File: config.mk
export PLATFORM = sky130hd
export DESIGN_NAME = irq_controller
export DESIGN_NICKNAME = d
export VERILOG_FILES = /design/src/rtl/cpu_pkg.sv /design/src/rtl/irq_priority_enc.sv /design/src/rtl/irq_controller.sv
export SDC_FILE = /design/constraint.sdc
export NUM_CORES = 1
export LEC_CHECK = 0
export ABC_AREA = 0
export BUFFER_PORTS_ARGS = -buffer_cell sky130_fd_sc_hd__buf_2
export CORE_AREA = 5 5 42 44
export CTS_BUF_LIST = sky130_fd_sc_hd__clkbuf_4 sky130_fd_sc_hd__clkbuf_8
export DETAILED_ROUTE_END_ITERATION = 12
export DIE_AREA = 0 0 47 49
export PLACE_DENSITY_LB_ADDON = 0.2
export SYNTH_ARGS = -nofsm -noshare
export SYNTH_HDL_FRONTEND = slang
export SYNTH_SLANG_ARGS = --single-unit
export TNS_END_PERCENT = 1
File: constraint.sdc
create_clock -name clk -period 3 [get_ports clk]
set_input_delay 0.3 -clock clk [delete_from_list [all_inputs] [get_ports clk]]
set_output_delay 0.3 -clock clk [all_outputs]
set_load 0.1 [all_outputs]
File: src/rtl/cpu_pkg.sv
// Shared CPU definitions: opcodes decoded by jump control and the interrupt
// requester, the ISR entry vector, and the interrupt FSM state type.
package cpu_pkg;

    localparam logic [4:0] OPC_RET = 5'b10000;
    localparam logic [4:0] OPC_JMP = 5'b11000;
    localparam logic [4:0] OPC_JC  = 5'b11001;
    localparam logic [4:0] OPC_JNC = 5'b11010;
    localparam logic [4:0] OPC_JZ  = 5'b11011;
    localparam logic [4:0] OPC_JNZ = 5'b11100;

    localparam logic [7:0] ISR_VECTOR = 8'hF0;

    typedef enum logic [1:0] {
        IDLE    = 2'd0,
        ISSUE   = 2'd1,
        SERVICE = 2'd2,
        RETURN  = 2'd3
    } irq_state_t;

endpackage

File: src/rtl/irq_priority_enc.sv
// Fixed-priority encoder for eligible interrupt lines; lowest index wins.
module irq_priority_enc #(
    parameter int NUM_IRQ  = 4,
    parameter int IRQ_ID_W = 2
) (
    input  logic [NUM_IRQ-1:0]  i_eligible,
    output logic                o_valid,
    output logic [IRQ_ID_W-1:0] o_id
);

    // Scanning from the top down lets the lowest set index overwrite last.
    always_comb begin
        o_valid = 1'b0;
        o_id    = '0;
        for (int i = NUM_IRQ - 1; i >= 0; i--) begin
            if (i_eligible[i]) begin
                o_valid = 1'b1;
                o_id    = IRQ_ID_W'(i);
            end
        end
    end

endmodule

File: src/rtl/irq_controller.sv
// Interrupt requester for jump control: mask, fixed priority, one-cycle issue
// pulse, RET-terminated service window. Define IRQ_EDGE_DETECT_EN for sticky
// rising-edge capture instead of level capture.
module irq_controller
    import cpu_pkg::*;
#(
    parameter int NUM_IRQ  = 4,
    parameter int IRQ_ID_W = 2
) (
    input  logic                clk,
    input  logic                reset,
    input  logic [NUM_IRQ-1:0]  irq_req,
    input  logic [NUM_IRQ-1:0]  irq_mask,
    input  logic [19:0]         ins,
    input  logic                jump_taken,
    output logic                interrupt,
    output logic                irq_active,
    output logic [IRQ_ID_W-1:0] irq_id,
    output logic [NUM_IRQ-1:0]  irq_pending
);

    irq_state_t            r_state;
    irq_state_t            w_state_nxt;
    logic [NUM_IRQ-1:0]    r_pending;
    logic                  r_interrupt;
    logic                  r_active;
    logic [IRQ_ID_W-1:0]   r_id;

    logic                  w_ret;
    logic                  w_accept;
    logic                  w_valid;
    logic [IRQ_ID_W-1:0]   w_win_id;
    logic [NUM_IRQ-1:0]    w_eligible;
    logic [NUM_IRQ-1:0]    w_clear;

    assign w_ret      = (ins[19:15] == OPC_RET);
    assign w_eligible = r_pending & irq_mask;
    assign w_clear    = w_accept ? (NUM_IRQ'(1) << w_win_id) : '0;

    irq_priority_enc #(
        .NUM_IRQ  (NUM_IRQ),
        .IRQ_ID_W (IRQ_ID_W)
    ) u_prio (
        .i_eligible (w_eligible),
        .o_valid    (w_valid),
        .o_id       (w_win_id)
    );

    // Never issue while jump control is redirecting or a RET is in decode.
    always_comb begin
        w_state_nxt = r_state;
        w_accept    = 1'b0;
        case (r_state)
            IDLE: begin
                if (w_valid && !jump_taken && !w_ret) begin
                    w_accept    = 1'b1;
                    w_state_nxt = ISSUE;
                end
            end
            ISSUE:   w_state_nxt = SERVICE;
            SERVICE: if (w_ret) w_state_nxt = RETURN;
            RETURN:  w_state_nxt = IDLE;
            default: w_state_nxt = IDLE;
        endcase
    end

    always_ff @(posedge clk or negedge reset) begin
        if (!reset) begin
            r_state     <= IDLE;
            r_interrupt <= 1'b0;
            r_active    <= 1'b0;
            r_id        <= '0;
        end else begin
            r_state     <= w_state_nxt;
            r_interrupt <= (w_state_nxt == ISSUE);
            r_active    <= (w_state_nxt == SERVICE);
            if (w_accept) begin
                r_id <= w_win_id;
            end
        end
    end

`ifdef IRQ_EDGE_DETECT_EN
    logic [NUM_IRQ-1:0] r_req_prev;

    // Rising edge sets the sticky bit; a set in the accept cycle beats the clear.
    always_ff @(posedge clk or negedge reset) begin
        if (!reset) begin
            r_req_prev <= '0;
            r_pending  <= '0;
        end else begin
            r_req_prev <= irq_req;
            r_pending  <= (r_pending & ~w_clear) | (irq_req & ~r_req_prev);
        end
    end
`else
    always_ff @(posedge clk or negedge reset) begin
        if (!reset) begin
            r_pending <= '0;
        end else begin
            r_pending <= irq_req & ~w_clear;
        end
    end
`endif

    assign interrupt   = r_interrupt;
    assign irq_active  = r_active;
    assign irq_id      = r_id;
    assign irq_pending = r_pending;

endmodule

==> Word-level counts from Yosys, hierarchy flattened <==
Index checks and enable logic that the tools add are counted.
{ "classes": {"n_mux": 14, "reduce_logical": 5, "shifts": 1, "bitwise_logic": 3, "eq_ne": 6} }
{ "op_table": {"columns": ["op", "count"], "rows": [
  ["$mux 2", 6],
  ["$and 4x4->4", 2],
  ["$pmux 2 s4", 1],
  ["$eq 2x2->1 const B", 3],
  ["$mux 1", 6],
  ["$eq 5x5->1 const B", 1],
  ["$eq 2x1->1 const B", 2],
  ["$mux 4", 1],
  ["$not 4->4", 1],
  ["$shl 1x2->4 const A", 1],
  ["$logic_and 1x1->1", 2],
  ["$logic_not 1->1", 2],
  ["$logic_not 2->1", 1]
]} }
{ "totals": {"regBits": 10, "in_bits": 31} }

==> Depth between registers and ports, before layout <==
Gate-level depths: netlist of run 1.
{ "logic_depth": {"word_depth": 12, "mapped_depth": 6, "depth_no_buf": 6} }

==> Hierarchy <==
A second synthesis of run 1 with hierarchy kept.
{ "hier_totals": {"hier_cells": 43, "hier_area_um2": 498.0} }
{ "modules_own_cells": {"columns": ["module", "n_inst", "cells_each", "area_each_um2"], "rows": [
  ["irq_controller", 1, 36, 462.9],
  ["irq_priority_enc", 1, 7, 35.0]
]} }

==> Least setup slack after synthesis of run 1 <==
No wires, ideal clock.
{ "synth_timing": {"path_kind": "reg2reg", "from": "register r_pending[0], in the netlist irq_pending[0]", "to": "register r_id[0], in the netlist irq_id[0]", "required_ns": 2.872, "arrival_time_ns": 1.838, "stages_incl_launch_ff": 5, "slack_ns": 1.033, "setup_time_ns": 0.128, "cell_sequence": "dfrtp_1 -> a22oi_1 -> a21oi_1 -> nand3_1 -> mux2_1"} }
{ "synth_between": {"elab_chain_len": 6, "word_cells_on_any_way": 7, "cone_classes": "mux (4); bitwise (1); reduce/logical (2)"} }
{ "synth_rtl": {"columns": ["item", "line", "text"], "rows": [
  ["from (decl)", "irq_controller.sv:24", "logic [NUM_IRQ-1:0] r_pending;"],
  ["from (signal assigned)", "irq_controller.sv:101", "r_pending <= irq_req & ~w_clear;"],
  ["$and 4x4->4 *", "irq_controller.sv:37", "assign w_eligible = r_pending & irq_mask;"],
  ["$mux 1", "irq_priority_enc.sv:16", "if (i_eligible[i]) begin"],
  ["$logic_and 1x1->1 (2 in a row)", "irq_controller.sv:55", "if (w_valid && !jump_taken && !w_ret) begin"],
  ["$mux 1", "irq_controller.sv:55", null],
  ["$mux 1", "irq_controller.sv:53", "case (r_state)"],
  ["to (signal assigned)", "irq_controller.sv:78", "r_id <= w_win_id;"],
  ["to (decl)", "irq_controller.sv:27", "logic [IRQ_ID_W-1:0] r_id;"]
]} }
Every way passes the cells marked *; elsewhere a longest branch is shown, timed or not.
A chain may end at the register's enable or synchronous reset.

==> Final worst setup path of run 1 <==
{ "layout_timing": {"from": "input ins[15]", "to": "register r_id[0], in the netlist irq_id[0]"} }
{ "layout_between": {"elab_chain_len": 5} }
{ "layout_rtl": {"columns": ["item", "line", "text"], "rows": [
  ["from (decl)", "irq_controller.sv:14", "input logic [19:0] ins,"],
  ["$eq 5x5->1", "irq_controller.sv:36", "assign w_ret = (ins[19:15] == OPC_RET);"],
  ["$logic_not 1->1", "irq_controller.sv:55", null],
  ["$logic_and 1x1->1", "irq_controller.sv:55", null],
  ["$mux 1", "irq_controller.sv:55", null],
  ["$mux 1", "irq_controller.sv:53", null]
]} }
Every way passes these cells.

==> results of run 1 <==
-- layer usage --
metal	up-vias	share of wire (%)	GRT usage, %
met2	10	51	15.6
met3	0	7.7	3.69
met5	-	0	0
met4	0	0	5.53
li1	215	-	-
met1	195	41	11.8
-- power by group --
group / switching (µW) / internal [µW]
sequential: 17.3 / 176
combinational: 296 / 87.3
clock: 45.0 / 73.6
total: 358 / 337
-- cell type report --
cell class                 count  area (µm²)  area share, %
sequential                    10         250           36.6
tap                           16        20.0           2.93
timing repair buffer          24         125           18.3
inverter                       5        18.8           2.75
multi-input combinational     29         233           34.1
clock buffer                   4        36.3           5.31
-- flip-flops by register name, indices dropped and copies added, names as in the netlist --
register	count
irq_active	1
irq_id	2
interrupt	1
r_state	2
irq_pending	4
-- cells in the mapped netlist (2+ instances only) --
master / number / area share, %
a22oi_1: 2 / 3.0
ha_1: 3 / 7.5
nor2_1: 3 / 2.2
a21oi_1: 2 / 2.0
inv_1: 5 / 3.7
dfrtp_1: 10 / 50
nand2_1: 2 / 1.5
nand3_1: 2 / 2.0
o21a_1: 2 / 3.0
-- critical path, stage by stage --
cell	delay (ps)
buf_2	100
or4b_4	550
or2_4	250
nand3_1	90
mux2_1	310
-- worst paths after layout --
path                                            end  slack, ps
setup / recovery              irq_id[0]$_DFFE_PN0P_       1540
hold / removal             irq_pending[0]$_DFF_PN0_        240
setup reg to reg              irq_id[0]$_DFFE_PN0P_       1560
hold reg to reg               irq_id[0]$_DFFE_PN0P_        490
max in group asynchronous      r_state[1]$_DFF_PN0_       2380
min in group asynchronous     irq_id[1]$_DFFE_PN0P_        430
-- metrics by stage --
stage | setup WS (ps) | power (µW) | hold WS, ps | std cells
2_1_floorplan | 1030 | 511 | 4.41 | 44
3_3_place_gp | 1270 | 576 | 171 | 83
3_5_place_dp | 1260 | 580 | 170 | 83
4_1_cts | 1540 | 703 | 233 | 88
5_1_grt | 1470 | 737 | 237 | 88
6_report | 1540 | 695 | 241 | 88
-- timing repair --
action,4_1_cts,5_1_grt
endpoints found under the hold margin,10,0
buffers inserted,0,0
hold buffers,1,0
-- logic make-up (layout without fill, tap and decap cells) --
group                      after synthesis  after routing
AOI/OAI and AO/OA                       14             14
adders and majority gates                3              3
buffers and inverters                    5             33
DFF                                     10             10
muxes                                    1              1
and+or+nand+nor                         11             11
==> impl_metrics.csv, run 1 <==
group,metric,value,unit
setup_path,end_kind,"flop",
routing,drcViolationCount,0,
timing,slew_viol_final,0,
timing,rsz0062_at_grt,"false",
status,status,"finished, final reports clean",
finish,syn2layout_area_growth,36.2,%
clock_tree,cts_resized,0,
place,gp_congestion,0.686,
power_and_ir_drop,peakVddDrop,0.000606,V
timing,finalSetupViolCount,0,
clock_tree,clk_pin_slew,70,ps
clock_tree,cts_tree,"yes",
finish,diodes,0,
finish,postLayoutCellArea,683,µm²
synth,synth-edff-count,0,
clock_tree,htree_levels,1,
timing,hold_viol,0,
global_routing,grt_pass1_vias,427,
global_routing,grt_max_degree,11,
setup_path,worstReg2RegStart,"irq_pending[0]$_DFF_PN0_",
global_routing,grt_usage,10.2,%
clock_tree,clock_latency,260,ps
clock_tree,cts-buffers-inserted,3,
clock_tree,clockBufferDepth,2,
floorplanning,dieArea,0.00230,mm²
synth,synthCells,44,
floorplanning,die_y,49,µm
place,postPlaceCellArea,637,µm²
floorplanning,start_util,35.8,%
synth,synth_flop_cell,"dfrtp_1",
finish,most-common-layout-cells,"buf_2 (23), dfrtp_1 (10), inv_1 (5)",
synth,syn_area,502,µm²
finish,nNetsFinal,107,
timing,slew_headroom,67.7,%
setup_path,crit_required,3150,ps
setup_path,worstPathArrival,1600,ps
global_routing,antenna_found_initial,0,
routing,final_antenna_net_count,0,
synth,synthAdderAreaFrac,7.48,%
floorplanning,core_area,0.00140,mm²
finish,drive_gt1_share,44.4,%
setup_path,r2r_cells,4,
synth,ys_types,22,
finish,layout_commonest_cell,"buf_2",
power_and_ir_drop,leakage,0.000350,µW
timing,fmaxAchievable,0.687,GHz
place,io_buffers,23,
routing,drt-initial-drc-count,4,
global_routing,grt_overflow,0,
routing,wl_per_cell,11.7,µm
routing,firstDrtPassIters,2,
setup_path,start_kind,"primary input",
floorplanning,row_count,14,
synth,synthMuxAreaShare,2.24,%
timing,setup-tns-final,0,ps
timing,final.period_utilization,48.5,%
synth,synth_nets,78,
finish,fin_util,48.8,%
synth,ys_ff_latch,10,
min_path,hold_class,"primary input to flop",
synth,synth_top_family_by_area,"compound AO/OA/AOI/OAI gates",
setup_path,critPathKind,"primary input to flop",
power_and_ir_drop,power.density,1020,mW/mm²
setup_path,critPathMaxFanout,3,
clock_tree,clock-sinks,10,
synth,avgSynthCellArea,11.4,µm²
timing,clock_skew,4.92,ps
synth,ys_seq_area_share,49.9,%
synth,synth_compound_area_share,23.9,%
job,maxCapViolations,0,
global_routing,grt_pass1_wl,1710,µm
synth,yosys.area_share.simple,12.7,%
min_path,hold_start,"irq_req[0]",
clock_tree,root_buffer,"clkbuf_4",
synth,synthXorXnorAreaFrac,0,%
finish,nFillCells,145,
setup_path,cp-startpoint,"ins[15]",
synth,yosysWarnings,0,
timing,tightest_slew,488,ps
place,dp_hpwl,825,µm
routing,routed_wl,1030,µm
timing,min_period,1460,ps
routing,vias,420,
routing,drt-vias-per-instance,4.77,
min_path,holdPathStages,2,
floorplanning,die_x,47,µm
synth,synthArstFlopShare,100,%
floorplanning,pin_count,39,
(Power assumes the default switching activity.)
==> run 2: changes to the inputs <==
--- a/config.mk
+++ b/config.mk
@@ -7,10 +7,11 @@
 export LEC_CHECK = 0
 export ABC_AREA = 0
 export BUFFER_PORTS_ARGS = -buffer_cell sky130_fd_sc_hd__buf_2
-export CORE_AREA = 5 5 42 44
+export CORE_ASPECT_RATIO = 1.1
+export CORE_MARGIN = 5
+export CORE_UTILIZATION = 35
 export CTS_BUF_LIST = sky130_fd_sc_hd__clkbuf_4 sky130_fd_sc_hd__clkbuf_8
 export DETAILED_ROUTE_END_ITERATION = 12
-export DIE_AREA = 0 0 47 49
 export PLACE_DENSITY_LB_ADDON = 0.2
 export SYNTH_ARGS = -nofsm -noshare
 export SYNTH_HDL_FRONTEND = slang
==> constraint.sdc (replaced) <==
create_clock -name clk -period 1.3 [get_ports clk]
set_input_delay 0.13 -clock clk [delete_from_list [all_inputs] [get_ports clk]]
set_output_delay 0.13 -clock clk [all_outputs]
set_load 0.1 [all_outputs]
==> run 2 against run 1 <==
  * The run now ends with negative setup slack left
  * Design area grew 25%
  * Critical path depth shrank 1
  * Cell count grew 8.0%
  * Largest cell class is now multi-input gates
  * Register-to-register slack lost 1600 ps
  * Clock-buffer cell count is the same
  * Clock skew is essentially flat
  * First-iteration DRC count grew 25%
  * Core utilization grew 14 points
  * Combinational power grew to 3.0 times the previous value
  * Largest power group unchanged
  * Non-clock buffer count grew 7
  * Flip-flop and latch count is the same
  * Die area shrank 0.49%
==> impl_metrics.csv, run 2 (synthesized netlist as in run 1, its figures left out) <==
group,metric,value,unit
power_and_ir_drop,power_frac_seq,24.6,%
power_and_ir_drop,clkPwrFrac,15.2,%
place,post-place-ws,-240,ps
setup_path,end_kind,"flop",
min_path,hold_end,"irq_pending[1]$_DFF_PN0_",
power_and_ir_drop,peakVddDrop,0.00122,V
finish,diodes,0,
place,dp_hpwl,980,µm
place,io_buffers,23,
finish,layout_commonest_cell,"buf_2",
setup_path,r2r_cells,4,
clock_tree,clk_pin_slew,70,ps
status,status,"finished with violations",
routing,vias,472,
timing,clock_skew,5.01,ps
finish,largest_reg_flops,4,
finish,syn2layout_area_growth,70.1,%
clock_tree,clock-sinks,10,
timing,worst_slack,-43.9,ps
setup_path,start_kind,"flop",
floorplanning,dieArea,0.00229,mm²
routing,final_antenna_net_count,0,
setup_path,path_cells,"a22oi_2, a21oi_2, nand3_2, mux2_4",
finish,nNetsFinal,114,
min_path,hold_start,"irq_req[1]",
power_and_ir_drop,comb_power_share,60.2,%
global_routing,grt_pass1_wl,2010,µm
floorplanning,row_count,14,
setup_path,slowest_delay,480,ps
routing,drt-vias-per-instance,4.97,
setup_path,r2r-end,"irq_id[0]$_DFFE_PN0P_",
timing,fmaxAchievable,0.744,GHz
setup_path,slowest_stage,"dfrtp_4",
floorplanning,start_util,36.7,%
global_routing,grt_pass1_vias,484,
power_and_ir_drop,netSwitchingFraction,50.2,%
finish,nFillCells,113,
setup_path,crit_required,1460,ps
finish,seq_area,265,µm²
clock_tree,root_buffer,"clkbuf_4",
routing,drcViolationCount,0,
timing,tightest_slew,490,ps
timing,slew_viol_final,0,
finish,multi_input_area,305,µm²
clock_tree,cts_tree,"yes",
clock_tree,clockBufferDepth,2,
job,maxCapViolations,0,
timing,final.period_utilization,103,%
global_routing,grt_overflow,0,
timing,min_period,1340,ps
floorplanning,core_area,0.00137,mm²
floorplanning,pin_count,39,
timing,finalSetupViolCount,4,
setup_path,worstPathArrival,1500,ps
setup_path,critPathKind,"flop to flop",
finish,drive_gt1_share,70.9,%
setup_path,regToRegSetupSlack,-40,ps
timing,slew_headroom,67.6,%
floorplanning,die_x,46.1,µm
clock_tree,htree_levels,1,
global_routing,grt_usage,12.2,%
finish,most-common-layout-cells,"buf_2 (21), buf_4 (7), dfrtp_1 (6)",
routing,routed_wl,1420,µm
place,gp_congestion,0.670,
global_routing,grt_max_degree,11,
min_path,holdPathStages,2,
power_and_ir_drop,leakage,0.000417,µW
setup_path,worstReg2RegStart,"irq_pending[2]$_DFF_PN0_",
clock_tree,cts-buffers-inserted,3,
min_path,hold_class,"primary input to flop",
timing,rsz0062_at_grt,"true",
power_and_ir_drop,netSwitchingPower,940,µW
timing,hold_viol,0,
power_and_ir_drop,power.density,2190,mW/mm²
global_routing,antenna_found_initial,0,
floorplanning,die_y,49.7,µm
clock_tree,clock_latency,270,ps
status,failed_checks,"negative setup slack",
routing,wl_per_cell,15.0,µm
setup_path,critPathMaxFanout,3,
power_and_ir_drop,p_int,931,µW
routing,firstDrtPassIters,2,
finish,fin_util,62.5,%
routing,drt-initial-drc-count,5,
-- run 2: final cells by class --
type                    instances  area share [%]
well taps                      16            2.35
clock buffers                   4            4.25
multi-input cells              29            35.8
repair buffers                 31            24.3
flip-flops and latches         10            31.1
inverters                       5            2.20
-- run 2: layer usage --
metal	GRT usage, %	routed length (µm)	vias up
met5	0	0	-
met4	8.53	15	0
met3	3.64	81	2
met2	17.7	760	11
met1	14.8	563	230
li1	-	-	229
-- run 2: how the worst max path moves through the flow --
stage,startpoint,endpoint,slack [ps],depth (start not counted)
6_report,irq_pending[2]$_DFF_PN0_,irq_id[0]$_DFFE_PN0P_,-40,4
5_1_grt,r_state[0]$_DFF_PN0_,irq_active$_DFF_PN0_,-120,6
4_1_cts,irq_pending[2]$_DFF_PN0_,irq_id[0]$_DFFE_PN0P_,-30,4
3_5_place_dp,ins[15],irq_id[0]$_DFFE_PN0P_,-240,5
3_3_place_gp,ins[15],irq_id[0]$_DFFE_PN0P_,-220,5
2_1_floorplan,irq_pending[0]$_DFF_PN0_,irq_id[0]$_DFFE_PN0P_,-160,4
-- run 2: worst max-delay path, delay by kind of cell, from the launching register on --
kind / cells / cell delay, ps
DFF: 1 / 480
AOI/OAI and AO/OA: 2 / 370
muxes: 1 / 290
and+or+nand+nor: 1 / 90
-- run 2: stage by stage --
step / power [µW] / instances / TNS, ps / instance area [µm²] / hold WS [ps]
2_1_floorplan: 1210 / 44 / -299 / 534 / -166
3_5_place_dp: 1460 / 90 / -1390 / 752 / 4.77
3_3_place_gp: 1440 / 90 / -1250 / 752 / 4.57
6_report: 1870 / 95 / -93.8 / 853 / 71.7
4_1_cts: 1770 / 95 / -48.9 / 803 / 60.8
5_1_grt: 1980 / 95 / -457 / 853 / 71.1
-- run 2: power by group through the flow --
stage | Sequential [µW] | Combinational (µW) | Clock, µW
floorplan | 925 | 283 | 0
global placement | 459 | 980 | 0
detailed placement | 462 | 993 | 0
CTS | 457 | 1020 | 298
global route | 472 | 1190 | 315
finish | 460 | 1130 | 284
-- run 2: timing repair --
action                                  CTS  global route
pin swaps                                 3             6
buffers inserted                          0             1
hold endpoints to repair                 10             0
resized for setup                         3             9
hold buffers                              1             0
endpoints found under the setup margin    4             9
==> run 3: changes to the inputs <==
--- a/config.mk
+++ b/config.mk
@@ -13,6 +13,7 @@
 export CTS_BUF_LIST = sky130_fd_sc_hd__clkbuf_4 sky130_fd_sc_hd__clkbuf_8
 export DETAILED_ROUTE_END_ITERATION = 12
 export PLACE_DENSITY_LB_ADDON = 0.2
+export SETUP_SLACK_MARGIN = 0.1
 export SYNTH_ARGS = -nofsm -noshare
 export SYNTH_HDL_FRONTEND = slang
 export SYNTH_SLANG_ARGS = --single-unit
==> run 3 against run 2 <==
  * The flow still finishes with violations (negative setup slack)
  * First-iteration DRC count is 60% lower
  * Critical path type is now primary input to flop
  * Clock-buffer cell count stayed put
  * Design area stayed put
  * Wire length is 5.9% lower
==> impl_metrics.csv, run 3 (synthesized netlist as in run 1, its figures left out) <==
group,metric,value,unit
floorplanning,die_y,49.7,µm
floorplanning,die_x,46.1,µm
timing,slew_headroom,67.6,%
min_path,hold_class,"primary input to flop",
global_routing,grt_max_degree,11,
setup_path,start_kind,"primary input",
setup_path,critPathMaxFanout,3,
finish,syn2layout_area_growth,70.1,%
clock_tree,clock-sinks,10,
timing,finalSetupViolCount,2,
finish,layout_commonest_cell,"buf_2",
timing,tightest_slew,489,ps
finish,nNetsFinal,114,
finish,largest_reg_flops,4,
routing,wl_per_cell,14.1,µm
floorplanning,start_util,36.7,%
finish,drive_gt1_share,70.9,%
finish,most-common-layout-cells,"buf_2 (18), buf_4 (8), dfrtp_1 (6)",
global_routing,antenna_found_initial,0,
routing,drt-vias-per-instance,4.96,
floorplanning,pin_count,39,
floorplanning,dieArea,0.00229,mm²
routing,routed_wl,1340,µm
power_and_ir_drop,leakage,0.000404,µW
floorplanning,row_count,14,
setup_path,critPathKind,"primary input to flop",
clock_tree,root_buffer,"clkbuf_4",
timing,fmaxAchievable,0.751,GHz
setup_path,worstReg2RegStart,"irq_pending[2]$_DFF_PN0_",
routing,firstDrtPassIters,2,
finish,seq_area,265,µm²
timing,worst_slack,-31.6,ps
timing,slew_viol_final,0,
global_routing,grt_overflow,0,
clock_tree,cts-buffers-inserted,3,
setup_path,r2r_cells,4,
finish,nFillCells,111,
setup_path,crit_required,1460,ps
place,io_buffers,23,
status,status,"finished with violations",
power_and_ir_drop,peakVddDrop,0.00117,V
routing,drt-initial-drc-count,2,
finish,diodes,0,
clock_tree,htree_levels,1,
timing,rsz0062_at_grt,"true",
clock_tree,cts_tree,"yes",
place,dp_hpwl,980,µm
status,failed_checks,"negative setup slack",
place,gp_congestion,0.670,
place,post-place-ws,-240,ps
job,maxCapViolations,0,
setup_path,cp-startpoint,"ins[15]",
routing,drcViolationCount,0,
routing,vias,471,
finish,multi_input_area,294,µm²
setup_path,worstPathArrival,1490,ps
power_and_ir_drop,power.density,2150,mW/mm²
floorplanning,core_area,0.00137,mm²
setup_path,r2r-end,"irq_id[0]$_DFFE_PN0P_",
setup_path,cp-endpoint,"irq_active$_DFF_PN0_",
timing,fin_hold_ws,71.6,ps
timing,min_period,1330,ps
global_routing,grt_pass1_wl,2170,µm
clock_tree,clockBufferDepth,2,
timing,final.period_utilization,102,%
global_routing,grt_pass1_vias,508,
global_routing,grt_usage,13.3,%
timing,hold_viol,0,
setup_path,end_kind,"flop",
clock_tree,clock_latency,270,ps
timing,clock_skew,3.98,ps
setup_path,regToRegSetupSlack,-30,ps
routing,final_antenna_net_count,0,
clock_tree,clk_pin_slew,70,ps
[run 3: metal layers]
metal / track usage (%) / routed length, µm / part of all wire [%]
met4: 8.53 / 15 / 1.1
met5: 0 / 0 / 0
met3: 3.64 / 85 / 6.4
met2: 20.9 / 710 / 53
met1: 15.2 / 525 / 39
[run 3: through the flow]
stage	instance area (µm²)	power (µW)	instances	util, %	setup TNS, ps
6_report	853	1830	95	62.5	-59.9
5_1_grt	853	1940	95	62.5	-314
4_1_cts	835	1810	95	61.1	-42.9
3_5_place_dp	752	1460	90	55.0	-1390
3_3_place_gp	752	1440	90	55.0	-1250
2_1_floorplan	534	1210	44	-	-299
[run 3: cell type report]
type	count	share of cell area [%]
sequential	10	31.1
clock buffer	4	4.25
tap	16	2.35
multi-input combinational	29	34.5
timing repair buffer	31	25.7
inverter	5	2.20
[run 3: worst min path at each step]
| stage | slack, ps | end | startpoint | cells after the start |
|---|---|---|---|---|
| final | 70 | irq_pending[1]$_DFF_PN0_ | irq_req[1] | 2 |
| after global routing | 70 | irq_pending[1]$_DFF_PN0_ | irq_req[1] | 2 |
| after CTS | 60 | irq_pending[1]$_DFF_PN0_ | irq_req[1] | 2 |
| after detailed placement | 5 | irq_id[0]$_DFFE_PN0P_ | reset | 1 |
| after global placement | 5 | irq_id[0]$_DFFE_PN0P_ | reset | 1 |
| after floorplan | -170 | interrupt$_DFF_PN0_ | reset | 0 |
[run 3: timing repair]
item,CTS,global route
hold endpoints to repair,10,0
hold buffers,1,0
cloned,0,0
buffers inserted,0,0
pin swaps,9,2
endpoints found under the setup margin,13,13
gates resized for setup,11,4
[run 3: critical path, cell delays in order]
cell	delay [ps]
buf_2	100
or4b_4	530
buf_4	160
o41ai_2	330
a31oi_2	90
and2_1	150
[run 3: where the power goes]
group          internal [µW]  switching (µW)  total (µW)
sequential               413            51.2         464
clock                    170             114         284
combinational            339             746        1080
